[src/rtl/tdline_tap_monitor.sv]
// Run-time checker for a 5-tap delay line: synchronizes the taps, follows an edge along the
// line and reports pulse width / end-to-end span, flagging out-of-order or stuck edges.
module tdline_tap_monitor #(
   parameter int unsigned CNT_W       = 16,
   parameter int unsigned SYNC_STAGES = 2,
   parameter int unsigned TIMEOUT     = 1024
) (
   input  logic             clk,
   input  logic             reset,
   input  logic [4:0]       tap,
   input  logic             clr_err,
   output logic [2:0]       state,
   output logic             done,
   output logic [CNT_W-1:0] width,
   output logic [CNT_W-1:0] span,
   output logic             err_order,
   output logic             err_timeout,
   output logic             err_sticky
);

   localparam int unsigned       TCNT_W   = $clog2(TIMEOUT + 1);
   localparam logic [TCNT_W-1:0] TcntLast = TCNT_W'(TIMEOUT - 1);
   localparam logic [4:0]        AllOnes  = 5'b11111;

   typedef enum logic [2:0] {
      StIdle   = 3'd0,
      StRise   = 3'd1,
      StHigh   = 3'd2,
      StFall   = 3'd3,
      StResync = 3'd4
   } state_e;

   logic [4:0]        sync_q [SYNC_STAGES];
   logic [4:0]        s;
   state_e            state_q, state_d;
   logic [CNT_W-1:0]  wcnt_q, wcnt_d, scnt_q, scnt_d;
   logic [CNT_W-1:0]  span_nx_q, span_nx_d, width_nx_q, width_nx_d;
   logic [CNT_W-1:0]  width_q, width_d, span_q, span_d;
   logic [TCNT_W-1:0] tcnt_q, tcnt_d;
   logic [4:0]        lvl_q, lvl_d;
   logic              done_q, done_d, eo_q, eo_d, et_q, et_d, sticky_q, sticky_d;
   logic              is_rise, is_fall;

   function automatic logic [CNT_W-1:0] sat_inc(input logic [CNT_W-1:0] v);
      return (&v) ? v : v + CNT_W'(1);
   endfunction

   always_ff @(posedge clk) begin
      if (reset) begin
         for (int i = 0; i < SYNC_STAGES; i++) sync_q[i] <= '0;
      end else begin
         sync_q[0] <= tap;
         for (int i = 1; i < SYNC_STAGES; i++) sync_q[i] <= sync_q[i-1];
      end
   end

   assign s       = sync_q[SYNC_STAGES-1];
   assign is_rise = s inside {5'b00001, 5'b00011, 5'b00111, 5'b01111};
   assign is_fall = s inside {5'b11110, 5'b11100, 5'b11000, 5'b10000};

   always_comb begin
      state_d    = state_q;
      wcnt_d     = wcnt_q;
      scnt_d     = scnt_q;
      tcnt_d     = tcnt_q;
      lvl_d      = lvl_q;
      span_nx_d  = span_nx_q;
      width_nx_d = width_nx_q;
      width_d    = width_q;
      span_d     = span_q;
      done_d     = 1'b0;
      eo_d       = 1'b0;
      et_d       = 1'b0;
      unique case (state_q)
         StIdle: begin
            if (s == '0) begin
               state_d = StIdle;
            end else if (is_rise) begin
               state_d = StRise;
               wcnt_d  = CNT_W'(1);
               scnt_d  = CNT_W'(1);
               tcnt_d  = '0;
               lvl_d   = s;
            end else if (s == AllOnes) begin
               state_d   = StHigh;
               wcnt_d    = CNT_W'(1);
               span_nx_d = CNT_W'(1);
            end else begin
               eo_d    = 1'b1;
               state_d = StResync;
            end
         end
         StRise: begin
            wcnt_d = sat_inc(wcnt_q);
            scnt_d = sat_inc(scnt_q);
            tcnt_d = tcnt_q + TCNT_W'(1);
            if (s == AllOnes) begin
               state_d   = StHigh;
               span_nx_d = sat_inc(scnt_q);
            end else if (is_rise && ((s & lvl_q) == lvl_q)) begin
               lvl_d = s;
               if (tcnt_q == TcntLast) begin
                  et_d    = 1'b1;
                  state_d = StResync;
               end
            end else begin
               eo_d    = 1'b1;
               state_d = StResync;
            end
         end
         StHigh: begin
            if (s == AllOnes) begin
               wcnt_d = sat_inc(wcnt_q);
            end else if (is_fall) begin
               state_d    = StFall;
               width_nx_d = wcnt_q;
               tcnt_d     = '0;
               lvl_d      = s;
            end else if (s == '0) begin
               // Every tap dropped between two samples: the pulse ends here.
               state_d = StIdle;
               width_d = wcnt_q;
               span_d  = span_nx_q;
               done_d  = 1'b1;
            end else begin
               eo_d    = 1'b1;
               state_d = StResync;
            end
         end
         StFall: begin
            tcnt_d = tcnt_q + TCNT_W'(1);
            if (s == '0) begin
               state_d = StIdle;
               width_d = width_nx_q;
               span_d  = span_nx_q;
               done_d  = 1'b1;
            end else if (is_fall && ((s & ~lvl_q) == '0)) begin
               lvl_d = s;
               if (tcnt_q == TcntLast) begin
                  et_d    = 1'b1;
                  state_d = StResync;
               end
            end else begin
               eo_d    = 1'b1;
               state_d = StResync;
            end
         end
         StResync: begin
            if (s == '0) begin
               state_d = StIdle;
            end else if (s == AllOnes) begin
               // Rise was not observed, so the span of this pulse is unknown.
               state_d   = StHigh;
               wcnt_d    = CNT_W'(1);
               span_nx_d = '0;
            end
         end
         default: state_d = StIdle;
      endcase
      sticky_d = eo_d | et_d | (sticky_q & ~clr_err);
   end

   always_ff @(posedge clk) begin
      if (reset) begin
         state_q    <= StIdle;
         wcnt_q     <= '0;
         scnt_q     <= '0;
         tcnt_q     <= '0;
         lvl_q      <= '0;
         span_nx_q  <= '0;
         width_nx_q <= '0;
         width_q    <= '0;
         span_q     <= '0;
         done_q     <= 1'b0;
         eo_q       <= 1'b0;
         et_q       <= 1'b0;
         sticky_q   <= 1'b0;
      end else begin
         state_q    <= state_d;
         wcnt_q     <= wcnt_d;
         scnt_q     <= scnt_d;
         tcnt_q     <= tcnt_d;
         lvl_q      <= lvl_d;
         span_nx_q  <= span_nx_d;
         width_nx_q <= width_nx_d;
         width_q    <= width_d;
         span_q     <= span_d;
         done_q     <= done_d;
         eo_q       <= eo_d;
         et_q       <= et_d;
         sticky_q   <= sticky_d;
      end
   end

   assign state       = state_q;
   assign done        = done_q;
   assign width       = width_q;
   assign span        = span_q;
   assign err_order   = eo_q;
   assign err_timeout = et_q;
   assign err_sticky  = sticky_q;

endmodule
[config.mk]
export PLATFORM = sky130hd
export DESIGN_NAME = tdline_tap_monitor
export DESIGN_NICKNAME = d
export VERILOG_FILES = /design/src/rtl/tdline_tap_monitor.sv
export SDC_FILE = /design/constraint.sdc
export NUM_CORES = 1
export LEC_CHECK = 0
export ABC_AREA = 1
export ABC_CLOCK_PERIOD_IN_PS = 4300
export BUFFER_PORTS_ARGS = -buffer_cell sky130_fd_sc_hd__clkbuf_2
export CAP_MARGIN = 20
export CORE_MARGIN = 2
export CORE_UTILIZATION = 29
export CTS_BUF_LIST = sky130_fd_sc_hd__clkbuf_4
export DETAILED_ROUTE_END_ITERATION = 10
export PLACE_DENSITY = 0.52
export SETUP_SLACK_MARGIN = 0.02
export SLEW_MARGIN = 20
export SYNTH_ARGS = -nofsm -noshare
export SYNTH_HDL_FRONTEND = slang
export SYNTH_SLANG_ARGS = --single-unit
[constraint.sdc]
create_clock -name clk -period 4.3 [get_ports clk]
set_clock_uncertainty 0.1 [all_clocks]
set_input_delay 0.86 -clock clk [delete_from_list [all_inputs] [get_ports clk]]
set_output_delay 0.86 -clock clk [all_outputs]
set_load 0.005 [all_outputs]
Yosys cells after proc, flatten, opt, wreduce, memory -nomap -nowiden. Memory sizes are Yosys's and may differ from the RTL's. Index checks and enable logic that the tools add are counted.

Output and inout port bits: 39. Memories kept: 1. Latch bits: 0. Logic and storage cells: 166. Bits of input ports: 8. Bits in read-only memories: 0. Memory bits (writable): 10. Register bits: 119.

Reduce and logical (&&, ||, !) cells: 25. Muxes and demuxes: 81. Shift operators: 0. Bitwise gates (word level): 10. Equality and inequality tests: 33. Magnitude comparators: 0. Add/subtract/negate cells: 3. Divide/modulo/power cells: 0. Multipliers: 0.

Memories: sync_q (words 2, width 5, read ports 2, clocked after Yosys merged registers in 0, wr ports 2, line 33) `logic [4:0] sync_q [SYNC_STAGES];`.

Operators with widths (count): 16-bit 2-to-1 mux (22); 16-bit case mux with 2 select lines (3); 16-bit case mux with 4 select lines (1); 5-bit 2-to-1 mux (10); 16-bit case mux with 3 select lines (1); 11-bit 2-to-1 mux (4); 3-bit 2-to-1 mux (13); 2-bit inequality test (second input constant) (17); 11-bit case mux with 3 select lines (1); 16-bit by 1-bit adder with 16-bit output (second input constant) (2); 16-bit AND reduction (2); 5-bit == test (second input constant) (5); 1-bit 2-to-1 mux (21); 5-bit case mux with 4 select lines (1); 4-bit nonzero test (4); 3-bit case mux with 5 select lines (1); 11-bit by 1-bit adder with 11-bit output (second input constant) (1); 11-bit by 10-bit == test with 1-bit output (second input constant) (1); 5-bit AND (2); 5-bit logical NOT (2); 5-bit AND reduction (2); 3-bit AND reduction (3); 9-bit AND reduction (1); 7-bit AND reduction (1); 22 further kinds (31).

Depth between registers and ports, before layout. Gate-level depths: netlist (run 1).

Depth in word-level cells: 9. Depth in mapped cells: 11. Depth with buffers taken out: 11.

Least setup slack after synthesis (run 1). No wires, ideal clock.

Path kind: input-to-reg. Start: input port reset. End: register span_q[13], in the netlist span[13]. Path buffers: 3. Cell stages on the path: 6. Setup time: 0.065 ns. Data required time: 4.135 ns. Arrival: 1.727 ns. Path slack: 2.408 ns. Path through: clkbuf_1 > inv_1 > clkbuf_1 > buf_1 > o21ai_0 > nor2_1.

RTL lines: from (decl) (line 9) `input logic reset,`; to (signal assigned) (line 187) `span_q <= span_d;`; to (decl) (line 38) `logic [CNT_W-1:0] width_q, width_d, span_q, span_d;`.

Worst setup path in the final report (run 1).
Start: register state_q[0], in the netlist state[0]. End: register width_q[8], in the netlist width[8].

Word-level cells in the longest chain between the ends: 3. Elaborated cells on any way between the ends: 9. Those cells by class: eq/ne: 6; mux: 1; reduce/logical: 2.

RTL lines: from (decl) (line 35) `state_e state_q, state_d;`; from (signal assigned) (line 165) `state_q <= StIdle;`; from (signal assigned) (line 179) `state_q <= state_d;`; 3-bit by 2-bit == test with 1-bit output (line 74) `unique case (state_q)`; 2-bit inequality test (no source line) / 2-bit nonzero test (equally long branches); 5-bit AND reduction (no source line); to (signal assigned) (line 186) `width_q <= width_d;`; to (decl) (line 38).

Several ways; a longest one is shown, not always the timed one. A chain may end at the register's enable or synchronous reset.

==> metrics.md, run 1 <==
| Metric | Value |
|---|---|
| Outcome | complete, no violations |
| Simple-gate portion of the synthesized area | 33.1% |
| Share of layout cells above drive strength 1 | 12.3% |
| Detailed Route WL | 15600 µm |
| Post-synthesis sequential area ratio | 42.1% |
| Iter 0 DRT Violations | 337 |
| Port bufs | 46 |
| Most used DFF post-synth | dfxtp_1 |
| Max Freq | 0.395 GHz |
| First-pass GRT wire length | 26200 µm |
| Register bit total from synthesis | 129 |
| Multi-input gate area | 0.00307 mm² |
| GP Congestion | 0.815 |
| Startpoint types | flip-flop |
| Post-CTS Setup Repair Bufs | 0 |
| Die Span Y | 150 µm |
| R2r worst-path depth | 8 |
| RSZ-0062 raised after global routing | false |
| Bufs and invs on worst path | 3 |
| Mean routed wirelength per cell | 12.9 µm |
| Min setup slack post-route | 1.77 ns |
| Slew HR | 42.4% |
| Crit path depth | 8 |
| Vias per cell | 4.62 |
| EDFF count, synth | 0 |
| Setup Crit Path Kind | reg2reg |
| Largest family of logic cells by synthesized area | simple AND/OR/NAND/NOR gates |
| Worst EP required | 4.67 ns |
| CP Launch Point | state[0] |
| CTS tree | yes |
| Largest net degree at the start of global routing | 59 |
| Fin crit period | 2.53 ns |
| Max incr delay on CP | 0.63 ns |
| Cells after Synth | 898 |
| Mapped Area | 0.00614 mm² |
| Leak Pwr | 2.66 nW |
| Number of global-route vias before repair | 5230 |
| Filler Cell Count | 2316 |
| Clock slew at reported path FFs | 0.12 ns |
| Setup tns final | 0 ns |
| Post_cts resized | 0 |
| Max Fanout on Critical Path | 32 |
| Syn avg cell area | 6.84 µm² |
| Most used cell, CP | buf_4 |
| Final period util | 58.8% |
| VDD IR max | 0.197 mV |
| I/O pin count | 47 |
| Dpl hpwl | 11200 µm |
| Worst-margin pin slew | 0.861 ns |
| Crit Reg-Reg Startpoint | state[0] |
| Pwr dens | 411 mW/mm² |
| Worst reg2reg endpoint | width[8] |
| CTS root buf | clkbuf_4 |
| Top delay family on crit path | compound AO/OA/AOI/OAI gates |
| H-tree levels | 4 |
| Hold_buf cts | 0 |
| CTS sink cnt | 129 |
| Die Wd | 150 µm |
| Gr usage total | 14.6% |
| Critical-path top delay cell | a21oi_4 |
| Area Overhead vs Synth | 11.8% |
| DIE AREA | 0.0224 mm² |
| Pre-CTS setup slack | 1.80 ns |
| Mux cell area share after synthesis | 0% |
| Initial antenna violation count | 1 |
| Finished Cell Area | 0.00687 mm² |
| End of the critical path | width[8] |
| CTS buffer count | 17 |
| DRT Pass-1 Iters | 5 |
| Syn. warnings | 0 |
| FF-to-FF setup slack | 1.77 ns |
| Arr. time, crit path | 2.90 ns |
| Worst-path cell chain | nand2_1, nor2_2, buf_4, inv_2, a21oi_4, buf_4, o21ai_0, a31oi_1 |
| Post-DRT Antenna Nets | 0 |
| Final nets | 936 |
| Total gr overflow | 0 |
| Worst Hold Class | reg2reg |
| Syn_nets | 909 |
| Final setup fails | 0 |
| Async S/R FF share, synth | 0% |
| Register cell area after layout | 0.00258 mm² |
| Critical Path End Type | flip-flop |
| Max-slew violations | 0 |
| Adder-Cell Fraction of Synth Area | 0.611% |
| XOR/XNOR Fraction of Synth Area | 1.71% |
| Fin. Hold Viols | 0 |
| Initial core utilization | 29.4% |
| Core Region | 0.0209 mm² |
| Number of remaining DRC errors | 0 |
| Post-DP Area | 0.00655 mm² |
| Maximum root-to-sink buffer count | 2 |
| Via Count | 5613 |
| Worst skew pair latency | 0.53 ns |
| Compound-Gate Fraction of Synth Area | 14.6% |
| MaxCap Viol Count | 0 |
| Row cnt | 53 |
| Synth cell types | 34 |
| Final Util | 32.9% |
through the flow:
stage	instances	power [mW]	hold WS (ns)
global placement	1181	1.95	0.291
finish	1214	2.82	0.308
global route	1214	3.02	0.334
detailed placement	1181	1.95	0.295
CTS	1213	2.87	0.312
floorplan	898	1.79	0.288
worst min-delay path by stage:
stage / slack, ns / startpoint / to / depth (start not counted)
3_3_place_gp: 0.29 / sync_q[0][1] / sync_q[0][6] / 2
5_1_grt: 0.33 / sync_q[0][4] / sync_q[0][9] / 2
3_5_place_dp: 0.30 / sync_q[0][2] / sync_q[0][7] / 2
2_1_floorplan: 0.29 / sync_q[0][0] / sync_q[0][5] / 2
6_report: 0.31 / sync_q[0][2] / sync_q[0][7] / 2
4_1_cts: 0.31 / sync_q[0][2] / sync_q[0][7] / 2
placed cells by master, fill, tap and decap left out, types with 3 or more instances in the layout:
cell       netlist  final
nor3_1          15     15
nand2_2          3      3
nor2_2           3      3
o21ai_0         72     72
inv_2            8      8
bufinv_16        0      3
nand2_1        225    225
nand4_1         16     16
buf_4            5      4
inv_1           69     69
o21bai_1         4      4
a21oi_1         65     65
nor2_1         126    126
inv_6            0      5
dfxtp_1        129    129
nand3_2          5      5
nor2_4           7      7
nand3_1         61     61
clkbuf_4         0     18
clkbuf_2         0     46
ha_1             3      3
xor2_1          10     10
a31oi_1         17     17
logic make-up after synthesis:
kind of cell,Yosys count
compound gates,167
xor+xnor,12
fa+ha+maj,3
buf+inv,120
flops,129
simple gates,467
flip-flops by register name (all words and copies together), names as in the netlist:
register     count
done             1
err_order        1
err_sticky       1
err_timeout      1
lvl_q            5
scnt_q          16
span            16
span_nx_q       16
state            3
sync_q          10
tcnt_q          11
wcnt_q          16
width           16
width_nx_q      16
routing by layer:
metal | share of wire [%] | global-route usage [%]
met1 | 49 | 19.0
met3 | 3.0 | 3.35
met2 | 47 | 24.0
met5 | 0 | 0
met4 | 1.4 | 4.48
final cells by class:
cell class	count	area share, %
sequential	129	37.6
timing repair buffer	50	3.79
multi-input combinational	649	44.7
clock buffer	18	1.97
inverter	78	4.30
tap	275	5.01
antenna	1	0.0364
clock inverter	14	2.57
cells in the mapped netlist, types with 2 or more instances:
cell type,n,area (µm²)
nand2_1,225,845
dfxtp_1,129,2580
nor2_1,126,473
o21ai_0,72,360
inv_1,69,259
a21oi_1,65,325
nand3_1,61,305
clkbuf_1,22,82.6
a31oi_1,17,106
nand4_1,16,100
nor3_1,15,75.1
buf_2,13,65.1
xor2_1,10,87.6
inv_2,8,30.0
nor2_4,7,78.8
buf_4,5,37.5
nand3_2,5,50.1
o21bai_1,4,30.0
ha_1,3,37.5
nand2_2,3,18.8
nor2_2,3,18.8
a21o_1,2,15.0
buf_1,2,7.51
nand3_4,2,35.0
nand3b_1,2,15.0
o211ai_1,2,15.0
o21ai_1,2,10.0
xnor2_1,2,17.5
worst register-to-register path, stage by stage, from the launching register on:
cell and delay, ns:
dfxtp_1 0.46, nand2_1 0.13, nor2_2 0.09, buf_4 0.23, inv_2 0.18, a21oi_4 0.63, buf_4 0.33, o21ai_0 0.13
a31oi_1 0.19
report_power, final:
part | switching, mW | internal [mW]
combinational | 0.416 | 0.180
sequential | 0.0580 | 1.26
clock | 0.490 | 0.418
(Power assumes the default switching activity.)
==> run 2, diff against run 1 <==
Settings changed: ABC_CLOCK_PERIOD_IN_PS 4300 to 2400.
Clock period 4.3 ns to 2.4 ns, I/O delays scaled along.
==> metrics.md, run 2 (same netlist as run 1, synthesis figures left out) <==
| Metric | Value |
|---|---|
| Arr. time, crit path | 2.35 ns (-0.55 ns) |
| First-pass GRT wire length | 26500 µm (+1.1%) |
| GP Congestion | 0.829 (+1.6%) |
| CTS tree | yes |
| Worst EP required | 2.75 ns (-1.92 ns) |
| Met1 Use GR | 18.8% (-0.18 points) |
| Area Overhead vs Synth | 13.9% |
| Share of layout cells above drive strength 1 | 13.4% (+1.1 points) |
| VDD IR max | 0.215 mV (+9.3%) |
| Final setup fails | 0 (unchanged) |
| Number of remaining DRC errors | 0 (unchanged) |
| Worst Hold Class | in2reg |
| Vias per cell | 4.61 (-0.20%) |
| GRT busiest layer | met2 |
| Outcome | complete, no violations |
| DRT Pass-1 Iters | 4 (-1) |
| CTS root buf | clkbuf_4 |
| Pwr dens | 705 mW/mm² (+71%) |
| Port bufs | 46 (unchanged) |
| Leak Pwr | 2.73 nW (+2.7%) |
| Iter 0 DRT Violations | 354 (+5.0%) |
| Final nets | 954 (+1.9%) |
| Total gr overflow | 0 (unchanged) |
| Post-DP Area | 0.00667 mm² (+1.9%) |
| Die Span Y | 150 µm (unchanged) |
| Die Wd | 150 µm (unchanged) |
| Gr usage total | 14.8% (+0.20 points) |
| Finished Cell Area | 0.00699 mm² (+1.9%) |
| Hold WS | 0.169 ns (-0.139 ns) |
| Met3 Use GR | 3.29% (-0.061 points) |
| Initial core utilization | 29.4% (unchanged) |
| CTS buffer count | 17 (unchanged) |
| Maximum root-to-sink buffer count | 2 (unchanged) |
| Detailed Route WL | 15800 µm (+1.2%) |
| Startpoint types | flip-flop |
| Dpl hpwl | 10800 µm (-3.4%) |
| H-tree levels | 4 (unchanged) |
| Core Region | 0.0209 mm² (unchanged) |
| RSZ-0062 raised after global routing | false |
| Fin crit period | 2.00 ns (-0.529 ns) |
| Post-DRT Antenna Nets | 0 (unchanged) |
| Number of global-route vias before repair | 5303 (+1.4%) |
| Most common cell after layout, fill and taps aside | nand2_1 |
| Initial antenna violation count | 1 (unchanged) |
| Row cnt | 53 (unchanged) |
| Mean routed wirelength per cell | 12.8 µm (-0.30%) |
| Setup Crit Path Kind | reg2reg |
| Largest net degree at the start of global routing | 59 (unchanged) |
| M2 GR Usage | 25.2% (+1.2 points) |
| Critical Path End Type | flip-flop |
| Max Fanout on Critical Path | 49 (+53%) |
| DIE AREA | 0.0224 mm² (unchanged) |
| MaxCap Viol Count | 0 (unchanged) |
| Clock slew at reported path FFs | 0.12 ns (about the same) |
| I/O pin count | 47 (unchanged) |
| Final period util | 83.4% (+25 points) |
| Worst skew pair latency | 0.56 ns (+0.03 ns) |
| Worst-margin pin slew | 0.683 ns (-0.178 ns) |
| Slew HR | 54.5% (+12 points) |
| Setup tns final | 0 ns (unchanged) |
| Via Count | 5685 (+1.3%) |
| Max-slew violations | 0 (unchanged) |
| Most frequent cells in the layout | 225 x nand2_1, 129 x dfxtp_1, 126 x nor2_1 |
| Fin. Hold Viols | 0 (unchanged) |
| Max Freq | 0.500 GHz (+26%) |
| CTS sink cnt | 129 (unchanged) |
| Post_cts resized | 0 (unchanged) |
run 2: cell count changes in the layout (fill, tap and decap cells not counted), sizes merged:
cell,before,now
clkinv,4,6
bufinv,3,1
dlygate4sd3,0,5
buf,4,17
inv,83,82
clkinvlp,2,3
run 2: routing by layer:
| metal | vias up | part of all wire (%) |
|---|---|---|
| met4 | 0 | 1.0 |
| met3 | 13 | 2.8 |
| li1 | 3015 | - |
| met1 | 2590 | 49 |
| met5 | - | 0 |
| met2 | 67 | 47 |
run 2: layout make-up:
type                       count  area, µm²
antenna                        1       2.50
clock buffer                  18        135
clock inverter                14        131
fill                        2326      13900
inverter                      78        295
multi-input combinational    649       3070
sequential                   129       2580
tap                          275        344
timing repair buffer          68        433
run 2: critical path, stage by stage, from the launching register on:
cell	delay [ns]
dfxtp_1	0.50
nand2_1	0.15
nor2_2	0.26
inv_2	0.09
a21oi_4	0.15
buf_12	0.23
inv_2	0.17
nor2_1	0.17
nor2_1	0.06
run 2: power breakdown:
part / internal [mW] / switching [mW] / total (mW)
logic: 0.359 / 0.765 / 1.12
clock network: 0.538 / 0.907 / 1.45
registers: 2.26 / 0.102 / 2.36
run 2: timing repair:
item / CTS / global route
endpoints found under the setup margin: 0 / 0
setup buffers: 0 / 0
hold buffers: 5 / 0
hold endpoints to repair: 5 / 0
run 2: path summary, 6_finish.rpt:
check                    start            to  slack, ns  depth (start not counted)
setup / recovery      state[0]       span[1]       0.40                          8
hold / removal         clr_err    err_sticky       0.17                          6
setup reg to reg      state[0]       span[1]       0.40                          8
hold reg to reg   sync_q[0][4]  sync_q[0][9]       0.31                          2
run 2: per-stage QoR:
step	util, %	power [mW]	setup WS [ns]	cells
after floorplan	-	3.21	0.731	898
after global placement	31.9	3.54	0.386	1194
after detailed placement	31.9	3.54	0.392	1194
after CTS	33.5	5.00	0.370	1231
after global routing	33.5	5.27	0.192	1232
final	33.5	4.93	0.399	1232
